$ cat src/rtl/cordic_arb_pkg.sv
// Shared types, defaults and the rotating-priority search used by the
// CORDIC vectoring arbiter and its grant encoder.
package cordic_arb_pkg;

    localparam int DEF_DW   = 32;
    localparam int DEF_ID_W = 2;
    localparam int MAX_REQ  = 8;

    // One-hot sequencer states
    typedef enum logic [3:0] {
        IDLE  = 4'b0001,
        ISSUE = 4'b0010,
        WAIT  = 4'b0100,
        RESP  = 4'b1000
    } arb_state_t;

    // First set bit of req, searching ptr, ptr+1, ... modulo n.
    // The loop runs downwards so the closest index to ptr is written last.
    function automatic logic [2:0] rr_search(input logic [MAX_REQ-1:0] req,
                                             input int n,
                                             input int ptr);
        logic [2:0] pick;
        int idx;
        pick = '0;
        for (int k = MAX_REQ - 1; k >= 0; k--) begin
            if (k < n) begin
                idx = (ptr + k) % n;
                if (req[idx]) begin
                    pick = idx[2:0];
                end
            end
        end
        return pick;
    endfunction

endpackage

$ cat src/rtl/cordic_vector_arb_rr_grant.sv
// Combinational rotating-priority encoder: picks the first active request
// at or after rr_ptr, wrapping around the request vector.
module rr_grant
    import cordic_arb_pkg::*;
#(
    parameter int N_REQ = 4,
    parameter int ID_W  = DEF_ID_W
) (
    input  logic [N_REQ-1:0] req,
    input  logic [ID_W-1:0]  rr_ptr,
    output logic             any_valid,
    output logic [ID_W-1:0]  grant
);

    logic [MAX_REQ-1:0] req_ext;

    // Widen the request vector to the search width and pick the winner
    always_comb begin
        req_ext              = '0;
        req_ext[N_REQ-1:0]   = req;
        any_valid            = |req;
        grant                = ID_W'(rr_search(req_ext, N_REQ, int'(rr_ptr)));
    end

endmodule

$ cat src/rtl/cordic_vector_arb.sv
// Round-robin arbiter and sequencer sharing one iterative CORDIC vectoring
// engine between N_REQ requesters, with an engine-hang timeout.
module cordic_vector_arb
    import cordic_arb_pkg::*;
#(
    parameter int N_REQ   = 4,
    parameter int DW      = DEF_DW,
    parameter int ID_W    = DEF_ID_W,
    parameter int TIMEOUT = 64
) (
    input  logic                clk,
    input  logic                rst,
    input  logic [N_REQ-1:0]    req_valid,
    input  logic [N_REQ*DW-1:0] req_x,
    input  logic [N_REQ*DW-1:0] req_y,
    output logic [N_REQ-1:0]    req_ready,
    output logic                eng_start,
    output logic [DW-1:0]       eng_x,
    output logic [DW-1:0]       eng_y,
    input  logic                eng_done,
    input  logic [DW-1:0]       eng_phase,
    input  logic [DW-1:0]       eng_value,
    output logic                rsp_valid,
    input  logic                rsp_ready,
    output logic [ID_W-1:0]     rsp_id,
    output logic [DW-1:0]       rsp_phase,
    output logic [DW-1:0]       rsp_value,
    output logic                rsp_err
);

    localparam int TW = $clog2(TIMEOUT);

    arb_state_t      state;
    arb_state_t      state_next;
    logic [ID_W-1:0] rr_ptr;
    logic [ID_W-1:0] grant;
    logic [ID_W-1:0] grant_c;
    logic            any_valid;
    logic [TW-1:0]   timer;
    logic            timeout_hit;

    rr_grant #(
        .N_REQ (N_REQ),
        .ID_W  (ID_W)
    ) u_rr_grant (
        .req       (req_valid),
        .rr_ptr    (rr_ptr),
        .any_valid (any_valid),
        .grant     (grant_c)
    );

    assign timeout_hit = (timer == TW'(TIMEOUT - 1));
    assign rsp_valid   = (state == RESP);
    assign eng_start   = (state == ISSUE);

    // State register
    always_ff @(posedge clk or posedge rst) begin
        if (rst) begin
            state <= IDLE;
        end else begin
            state <= state_next;
        end
    end

    // Next-state decode and the combinational accept strobe
    always_comb begin
        state_next = state;
        req_ready  = '0;
        case (state)
            IDLE: begin
                if (any_valid) begin
                    req_ready  = N_REQ'(1) << grant_c;
                    state_next = ISSUE;
                end
            end
            ISSUE: state_next = WAIT;
            WAIT: begin
                if (eng_done || timeout_hit) begin
                    state_next = RESP;
                end
            end
            RESP: begin
                if (rsp_ready) begin
                    state_next = IDLE;
                end
            end
            default: state_next = IDLE;
        endcase
    end

    // Operand latch, wait timer, result capture and round-robin pointer update
    always_ff @(posedge clk or posedge rst) begin
        if (rst) begin
            rr_ptr    <= '0;
            grant     <= '0;
            timer     <= '0;
            eng_x     <= '0;
            eng_y     <= '0;
            rsp_id    <= '0;
            rsp_phase <= '0;
            rsp_value <= '0;
            rsp_err   <= 1'b0;
        end else begin
            case (state)
                IDLE: begin
                    if (any_valid) begin
                        grant <= grant_c;
                        eng_x <= req_x[int'(grant_c)*DW +: DW];
                        eng_y <= req_y[int'(grant_c)*DW +: DW];
                    end
                end
                ISSUE: timer <= '0;
                WAIT: begin
                    timer <= timer + TW'(1);
                    if (eng_done) begin
                        rsp_phase <= eng_phase;
                        rsp_value <= eng_value;
                        rsp_err   <= 1'b0;
                        rsp_id    <= grant;
                    end else if (timeout_hit) begin
                        rsp_phase <= '0;
                        rsp_value <= '0;
                        rsp_err   <= 1'b1;
                        rsp_id    <= grant;
                    end
                end
                RESP: begin
                    if (rsp_ready) begin
                        rr_ptr <= (grant == ID_W'(N_REQ - 1)) ? '0 : grant + ID_W'(1);
                    end
                end
                default: ;
            endcase
        end
    end

endmodule
$ cat config.mk
export PLATFORM = sky130hd
export DESIGN_NAME = cordic_vector_arb
export DESIGN_NICKNAME = d
export VERILOG_FILES = /design/src/rtl/cordic_arb_pkg.sv /design/src/rtl/cordic_vector_arb_rr_grant.sv /design/src/rtl/cordic_vector_arb.sv
export SDC_FILE = /design/constraint.sdc
export NUM_CORES = 1
export LEC_CHECK = 0
export CAP_MARGIN = 5
export CORE_AREA = 4 4 178 180
export CTS_CLUSTER_DIAMETER = 30
export DETAILED_ROUTE_END_ITERATION = 7
export DIE_AREA = 0 0 182 184
export PLACE_DENSITY_LB_ADDON = 0.2
export SETUP_SLACK_MARGIN = 0.02
export SLEW_MARGIN = 20
export SYNTH_ARGS = -nofsm -noshare
export SYNTH_HDL_FRONTEND = slang
export SYNTH_SLANG_ARGS = --single-unit
$ cat constraint.sdc
create_clock -name clk -period 4.4 [get_ports clk]
set_input_delay 0.66 -clock clk [delete_from_list [all_inputs] [get_ports clk]]
set_output_delay 0.66 -clock clk [all_outputs]
set_load 0.005 [all_outputs]
---- Yosys cells after proc, flatten, opt, wreduce, memory -nomap -nowiden ----
Cells that the tools add are included.
cells by class
  add/sub/neg operators ................... 5
  order comparisons ....................... 4
  equal/unequal tests ..................... 9
  shifts and indexed selects .............. 3
  multiplexer cells ....................... 30
  bitwise logic cells ..................... 3
  reductions and logical operators ........ 11
operators by type and width
  cell                                                 number
  indexed part select 128 x 8 -> 32 bit                2
  2-to-1 mux 32 bit                                    3
  2-to-1 mux 4 bit                                     5
  case mux 4 bit (4 select lines)                      1
  < comparator 3 x 5 -> 1 bit (second input constant)  3
  2-to-1 mux 2 bit                                     7
  case mux 6 bit (2 select lines)                      1
  binary-select mux 1 bit (select 3 bit)               3
  2-to-1 mux 1 bit                                     9
  adder 6 x 1 -> 6 bit (second input constant)         1
  == test 6 bit (second input constant)                1
  AND reduction 2 bit                                  3
  OR reduction 2 bit                                   3
  adder 2 x 1 -> 2 bit (second input constant)         2
  adder 2 bit (second input constant)                  2
  == test 4 x 1 -> 1 bit (second input constant)       1
  == test 4 x 2 -> 1 bit (second input constant)       1
  == test 4 x 3 -> 1 bit (second input constant)       1
  == test 4 bit (second input constant)                1
  < comparator 2 x 4 -> 1 bit (second input constant)  1
  != test 2 bit (second input constant)                2
  nonzero test 2 bit                                   2
  OR reduction 4 bit                                   1
  left shift 1 x 2 -> 4 bit (first input constant)     1
  6 further kinds                                      8
word-level totals
  register bits ........................... 145
  bits of input ports ..................... 328
  output and inout bits ................... 137
  logic and storage cells ................. 75

---- Depth between registers and ports, before layout ----
Gate-level depths: netlist of the first run.
  depth in word-level cells ............... 13
  mapped depth ............................ 8
  mapped depth without buffers ............ 6

---- Modules after synthesis ----
From an unflattened synthesis of the first run, not the netlist that was laid out.
unflattened totals
  cells, all modules ...................... 456
  area, all modules ....................... 7105.6 sq um
modules (own cells, without submodules)
  module             instances  cells an instance  area an instance (sq um)  sequential area each (sq um)
  cordic_vector_arb  1          443                7028.0                    3629.7
  rr_grant           1          13                 77.6                      0.0

---- Worst setup path before layout of the first run ----
OpenSTA, ideal clock, no wires.
  kind .................................... input port to output port
  start ................................... input port req_valid[2]
  end ..................................... output port req_ready[0]
  arrival ................................. 1.700 ns
  required time ........................... 3.740 ns
  slack ................................... 2.040 ns
  cell stages on the path ................. 6
  buffers on the path ..................... 1
  path through ............................ or4_1 nand2_2 inv_2 nand2_1 buf_2 nor2_1
between the ends
  word-level cells in the longest chain between the ends .. 10
  elaborated cells on any way between the ends .. 19
  classes of those cells .................. 1 x shift; 17 x mux; 1 x reduce/logical
RTL lines
  element                                              RTL line                 source
  start: declaration                                   cordic_vector_arb.sv:13  input logic [N_REQ-1:0] req_valid,
  binary-select mux 1 bit (select 3 bit)               cordic_arb_pkg.sv:28     if (req[idx]) begin
  2-to-1 mux 1 bit (implied by the code) (2 in a row)  cordic_arb_pkg.sv:28
  2-to-1 mux 2 bit (4 in a row)                        cordic_arb_pkg.sv:28
  left shift 1 x 2 -> 4 bit                            cordic_vector_arb.sv:72  req_ready = N_REQ'(1) << grant_c;
  2-to-1 mux 4 bit (*)                                 cordic_vector_arb.sv:71  if (any_valid) begin
  2-to-1 mux 4 bit (*)                                 cordic_vector_arb.sv:69  case (state)
  end: declaration                                     cordic_vector_arb.sv:16  output logic [N_REQ-1:0] req_ready,
Every way passes the cells marked *; elsewhere a longest branch is shown, timed or not. The select of a mux whose other input is x is not followed.

---- Final worst setup path of the first run ----
  start ................................... input port req_valid[2]
  end ..................................... output port req_ready[1]
The elaborated chain is that of the path after synthesis.

==> summary.md, run 1 <==
| Metric | Value |
|---|---|
| Status | completed |
| NetSw | 2500 uW |
| Starting density of the core | 22.9% |
| Clk_skew | 0.0121 ns |
| Syn nets | 931 |
| R2R Path Start | state[1] |
| Hold WC Path Type | register to register |
| Vias in the first global route | 6991 |
| Post-Synth XOR/XNOR Area | 0.127% |
| Die width | 182 um |
| Pre-antenna DRT Iters | 4 |
| Root Buffer | clkbuf_16 |
| Slew @ Worst Pin | 1.08 ns |
| Clock slew at reported path FFs | ~0.070 ns |
| Remaining DRCs | 0 |
| Clock power share | 20.0% |
| Arrival time worst endpoint | 2.62 ns |
| Synth Area in Adders | 0.362% |
| CTS max path bufs | 2 |
| Final setup fails | 0 |
| Top post-synthesis cells by area | dfrtp_1, mux2i_1, a22o_1 |
| Total internal power | 4810 uW |
| NumNets Final | 1374 |
| Hold path start | timer[2] |
| Distinct cells, synth | 42 |
| DR WL/cell | 20.0 um |
| Ports | 465 |
| Final Hold Vio Count | 0 |
| Sink Count | roughly 150 |
| Mapped Area | about 0.0069 sq mm |
| Synth Area in Compound Gates | 24.9% |
| Synth area leader | dfrtp_1 |
| WL final | about 29000 um |
| CTS hold repair buffers | 0 |
| CP required | 3.74 ns |
| Gate power share | between 40% and 50% |
| CP Class | input pin to primary output |
| Area delta synth->final | 80.0% |
| First-pass GRT wire length | ~43000 um |
| Initial antenna violation count | 2 |
| I/O Buffers | 464 |
| Crit path launch | req_valid[2] |
| Proportion of layout cells with a drive suffix above 1 | 6.43% |
| GPL Wtd Cong | 0.777 |
| CTS tree | yes |
| Worst rel slew slack | 28.2% |
| Leak | 0.00493 uW |
| Clock Latency Late Sink | between 0.4 and 0.5 ns |
| #FFs+latches synth | 145 |
| Pwr Density | 587 mW/mm^2 |
| Synth top area share | a little over half |
| Synth Area in Simple Gates | 7.54% |
| RSZ-0062 raised after global routing | false |
| Yosys warnings | 0 |
| # H-tree levels | 4 |
| DRT antenna net count | 0 |
| Pins Over Slew Limit | 0 |
| Vias per cell | approximately 4.5 |
| Core Rows | 64 |
| CP Capture Type | primary output |
| GRT Util Overall | between 10% and 20% |
| Core Box Area | between 0.03 and 0.04 sq mm |
| Overall via count from detail_route | about 6600 |
| Cts bufs inserted | 17 |
| Crit Path Max Fanout | 5 |
| Switch share | 34.2% |
| Worst vdd ir | around 0.33 mV |
| Initial detailed-routing violation count | 221 |
| Final global-route overflow total | 0 |
| Mapped Cells | approximately 600 |
| Post-CTS setup buffer count | 0 |
| Fmax | 0.305 GHz |
| Die height | between 150 and 200 um |
| Fin crit share | between 70% and 80% |
| Multiplexer share of the synthesized area | 9.75% |
| DP HPWL | 21400 um |
| Sequential share of power | 31.8% |
| DP Cell Count | ~1400 |
| CTS resizes | 0 |
| Finished Layout Cells | 1454 |
| Sequential-to-total area share from yosys stat | 52.5% |
| Main combinational cell family by area after synthesis | compound AO/OA/AOI/OAI gates |
| Max-cap viol count | 0 |
| Mapped Avg Cell Area | 11.5 sq um |
| Largest net degree at the start of global routing | 89 |
| Die area | 0.0335 sq mm |
| Shortest period the worst path allows | 3.28 ns |
| Setup TNS Final | 0 ns |
| Startpoint types | input pin |
metal layers:
metal  vias up  part of all wire [%]  track usage [%]
li1       3176                     -                -
met1      3120                    38             18.8
met2       285                    51             29.0
met3        15                   9.5             6.43
met4         2                  0.99             4.32
met5         -                 0.045                0
synthesized netlist by cell type:
master,instances
and2_1,1
inv_1,4
a21oi_1,8
nor4b_4,2
buf_4,17
o21bai_1,1
dfrtp_1,144
a22oi_1,64
mux2i_1,64
o21ai_1,3
inv_2,2
nor4b_2,1
o22ai_1,1
buf_1,1
or3_1,2
nor3_1,1
o211ai_1,54
nor2_1,11
a22o_1,65
or4_1,1
clkbuf_1,6
nand2b_1,2
a31o_2,1
o31ai_1,1
nand2_2,2
o211ai_2,10
nand3_1,2
nor2b_1,1
a31oi_1,1
buf_2,22
and3_1,2
mux2_1,3
o21ai_0,9
or3b_2,1
dfstp_2,1
ha_1,2
nor3_2,2
buf_6,4
a21o_1,1
xor2_1,1
nand3b_1,1
nand2_1,79
worst max-delay path, stage by stage:
cell and delay [ns]:
clkdlybuf4s50_1 0.49, or4_1 0.61, nand2_2 0.15, inv_2 0.06, and3_1 0.15, clkdlybuf4s50_1 0.50
flip-flops by register name, summed over array words and instances, names as in the netlist:
register and count:
timer 6, rsp_id 2, rsp_err 1, rsp_phase 32, eng_y 32, rr_ptr 2
rsp_value 32, grant 2, eng_x 32, state 4
final timing paths:
path,endpoint,cells past startpoint,slack [ns]
max in group asynchronous,eng_x[10],3,2.99
setup / recovery,req_ready[1],6,1.12
hold / removal,timer[2],1,0.49
setup reg to reg,rsp_phase[22],4,1.83
hold reg to reg,timer[2],1,0.49
min in group asynchronous,rsp_value[24],3,0.74
power by group through the flow:
stage / logic (uW) / clock network (uW) / registers, uW
after CTS: 3610 / 1520 / 2320
after global placement: 3590 / 0 / 2320
after floorplan: 1650 / 0 / 2350
after detailed placement: 3600 / 0 / 2330
final: 3530 / 1460 / 2320
after global routing: 3830 / 1590 / 2410
layout by cell type, fill, tap and decap left out, types with 2 or more instances in the layout:
cell / n
a21oi_1: 7
a22o_1: 65
a22oi_1: 64
and3_1: 2
buf_4: 9
clkbuf_16: 17
clkdlybuf4s50_1: 464
clkinv_4: 3
clkinvlp_4: 2
dfrtp_1: 144
ha_1: 2
inv_1: 3
inv_2: 2
inv_6: 5
inv_8: 4
mux2_1: 3
mux2i_1: 64
nand2_1: 78
nand2_2: 3
nand2b_1: 2
nand3_1: 2
nor2_1: 11
nor3_4: 2
nor4b_4: 2
o211ai_1: 54
o211ai_2: 10
o21ai_0: 9
o21ai_1: 3
or3_1: 2
area by class of cell:
class,instances,area [sq um]
multi-input cells,400,2980
inverters,6,26.3
well taps,396,495
flip-flops and latches,145,3630
clock inverters,14,139
fillers,2900,17700
repair buffers,474,4730
diodes,1,2.50
clock buffers,18,439
stage by stage:
stage / util, % / setup WS [ns] / cell area (sq um) / hold slack [ns] / total power [uW]
4_1_cts: 41.2 / 1.08 / 12400 / 0.496 / 7460
6_report: 41.2 / 1.12 / 12400 / 0.488 / 7310
2_1_floorplan: - / 1.92 / 6920 / 0.452 / 4000
3_5_place_dp: 39.3 / 1.09 / 11900 / 0.484 / 5930
5_1_grt: 41.2 / 0.924 / 12400 / 0.515 / 7830
3_3_place_gp: 39.3 / 1.09 / 11900 / 0.475 / 5910
cell families after synthesis:
group,count (synthesis)
adders and majority gates,2
and+or+nand+nor,111
xor gates and xnor gates,1
DFF,145
buffers and inverters,56
muxes,67
AOI/OAI and AO/OA,219
Note: power is estimated with default switching activity, not from simulation.
==> inputs of run 2 (changes only) <==
==> constraint.sdc (replaced) <==
create_clock -name clk -period 2.75 [get_ports clk]
set_input_delay 0.4125 -clock clk [delete_from_list [all_inputs] [get_ports clk]]
set_output_delay 0.4125 -clock clk [all_outputs]
set_load 0.005 [all_outputs]
==> summary.md, run 2 (same netlist as run 1, synthesis figures left out) <==
| Metric | Value |
|---|---|
| Overall via count from detail_route | 6760 (+2.5%) |
| Status | completed |
| Vias per cell | 4.60 (+1.3%) |
| CTS max path bufs | 2 (unchanged) |
| Initial antenna violation count | 3 (+1) |
| Initial detailed-routing violation count | 298 (+35%) |
| GR met2 Demand/Resource | 29.7% (+0.68 points) |
| Commonest non-fill, non-tap cells in the layout | clkdlybuf4s50_1, dfrtp_1, nand2_1 |
| GR peak layer | met2 |
| Max-cap viol count | 0 (unchanged) |
| DR WL/cell | 20.2 um (+1.1%) |
| Final worst setup slack | 0.112 ns (-1.01 ns) |
| WL final | 29600 um (+2.2%) |
| Fin crit share | 95.9% |
| Shortest period the worst path allows | 2.64 ns |
| # fillers | 2935 (+1.2%) |
| Pre-antenna DRT Iters | 4 (unchanged) |
| Core Box Area | 0.0302 sq mm (unchanged) |
| Finished Layout Cells | 1470 (+1.1%) |
| Clock Latency Late Sink | 0.42 ns (about the same) |
| Clk_skew | 0.00821 ns (-0.00391 ns) |
| NumNets Final | 1389 (+1.1%) |
| Area of the multi-input gates | 0.00300 sq mm (+0.67%) |
| Proportion of layout cells with a drive suffix above 1 | 8.12% (+1.7 points) |
| Startpoint types | input pin |
| Starting density of the core | 22.9% (unchanged) |
| Crit Path Max Fanout | 4 (-1) |
| Met1 Use GR | 19.0% (+0.24 points) |
| Cts bufs inserted | 17 (unchanged) |
| Area delta synth->final | 82.9% |
| CTS tree | yes |
| Final global-route overflow total | 0 (unchanged) |
| Core Rows | 64 (unchanged) |
| Die height | 184 um (unchanged) |
| Pwr Density | 944 mW/mm^2 (+61%) |
| Final Hold Vio Count | 0 (unchanged) |
| Vias in the first global route | 7203 (+3.0%) |
| Worst vdd ir | 0.367 mV (+12%) |
| Leak | 0.00505 uW (+2.5%) |
| Fmax | roughly 0.38 GHz |
| Pins Over Slew Limit | 0 (unchanged) |
| Final Util | 41.9% (+0.68 points) |
| Ports | 465 (unchanged) |
| FF-to-FF path depth | 7 (+3) |
| GPL Wtd Cong | 0.784 (+0.94%) |
| First-pass GRT wire length | 43500 um (+1.9%) |
| CP Capture Type | primary output |
| Final setup fails | 0 (unchanged) |
| DRT antenna net count | 0 (unchanged) |
| Clock slew at reported path FFs | 0.07 ns (about the same) |
| M3 GR Usage | 6.75% (+0.32 points) |
| CP required | 2.34 ns (-1.40 ns) |
| Remaining DRCs | 0 (unchanged) |
| Arrival time worst endpoint | 2.23 ns (-0.39 ns) |
| CP Class | input pin to primary output |
| Sink Count | 145 (unchanged) |
| Register Area | 0.00363 sq mm (about the same) |
| GRT Util Overall | 16.9% (+0.42 points) |
| I/O Buffers | 464 (unchanged) |
| Hold WC Path Type | input pin to asynchronous set/reset pin |
| Final worst hold slack | 0.392 ns (-0.0961 ns) |
| Pre-CTS WS | -0.0198 ns (-1.11 ns) |
| Reg2reg setup slack | 0.41 ns (-1.42 ns) |
| DP HPWL | 22500 um (+5.2%) |
| Worst rel slew slack | 45.6% (+17 points) |
| R2R Path Start | state[0] |
| Die area | 0.0335 sq mm (unchanged) |
| # H-tree levels | 4 (unchanged) |
| Slew @ Worst Pin | 0.816 ns (-0.261 ns) |
| DP Cell Count | 1435 (+0.99%) |
| Root Buffer | clkbuf_16 |
| RSZ-0062 raised after global routing | false |
| Largest net degree at the start of global routing | 65 (-27%) |
| Reg2reg end | eng_y[24] |
| Die width | 182 um (unchanged) |
| Most common cell after layout, fill and taps aside | clkdlybuf4s50_1 |
[run 2: report_power, final]
group | total [uW] | internal, uW | switching [uW]
sequential | 3710 | 3130 | 581
combinational | 5820 | 3460 | 2360
clock | 2410 | 1360 | 1050
total | 11900 | 7960 | 3990
[run 2: worst max-delay path: stages]
cell and delay [ns]:
clkdlybuf4s50_1 0.43, or4_4 0.58, nand2_4 0.12, inv_2 0.06
and3_1 0.14, clkdlybuf4s50_1 0.48
[run 2: how the worst max path moves through the flow]
stage            startpoint           end  slack, ns
4_1_cts        req_valid[0]  req_ready[1]       0.04
3_5_place_dp   req_valid[1]     eng_y[23]      -0.02
3_3_place_gp   req_valid[1]  req_ready[1]       0.02
2_1_floorplan           rst      eng_x[0]       0.52
6_report       req_valid[2]  req_ready[1]       0.11
5_1_grt        req_valid[0]  req_ready[1]       0.02
[run 2: layer usage]
layer	routed length, um	share of wire (%)
met5	14	0.047
met4	639	2.2
met3	2710	9.2
met2	15100	51
met1	11100	38
[run 2: final cells by class]
| cell class | instances | share of cell area, % |
|---|---|---|
| Antenna cell | 2 | 0.0396 |
| Clock buffer | 17 | 3.36 |
| Clock inverter | 15 | 1.35 |
| Inverter | 6 | 0.208 |
| Multi-Input combinational cell | 400 | 23.7 |
| Sequential cell | 145 | 28.7 |
| Tap cell | 396 | 3.92 |
| Timing Repair Buffer | 489 | 38.7 |
[run 2: through the flow]
stage / cell area, sq um / setup TNS (ns) / total power (uW)
finish: 12600 / 0 / 11900
global route: 12600 / 0 / 12800
CTS: 12600 / 0 / 12200
detailed placement: 12000 / -0.147 / 9640
global placement: 12000 / 0 / 9610
floorplan: 6920 / 0 / 6400
[run 2: repair_timing]
item                       4_1_cts  5_1_grt
resized for setup                3        5
setup endpoints to repair        3        1
setup buffers                    0        1
hold buffers                     0        0
pin swaps                        0        0
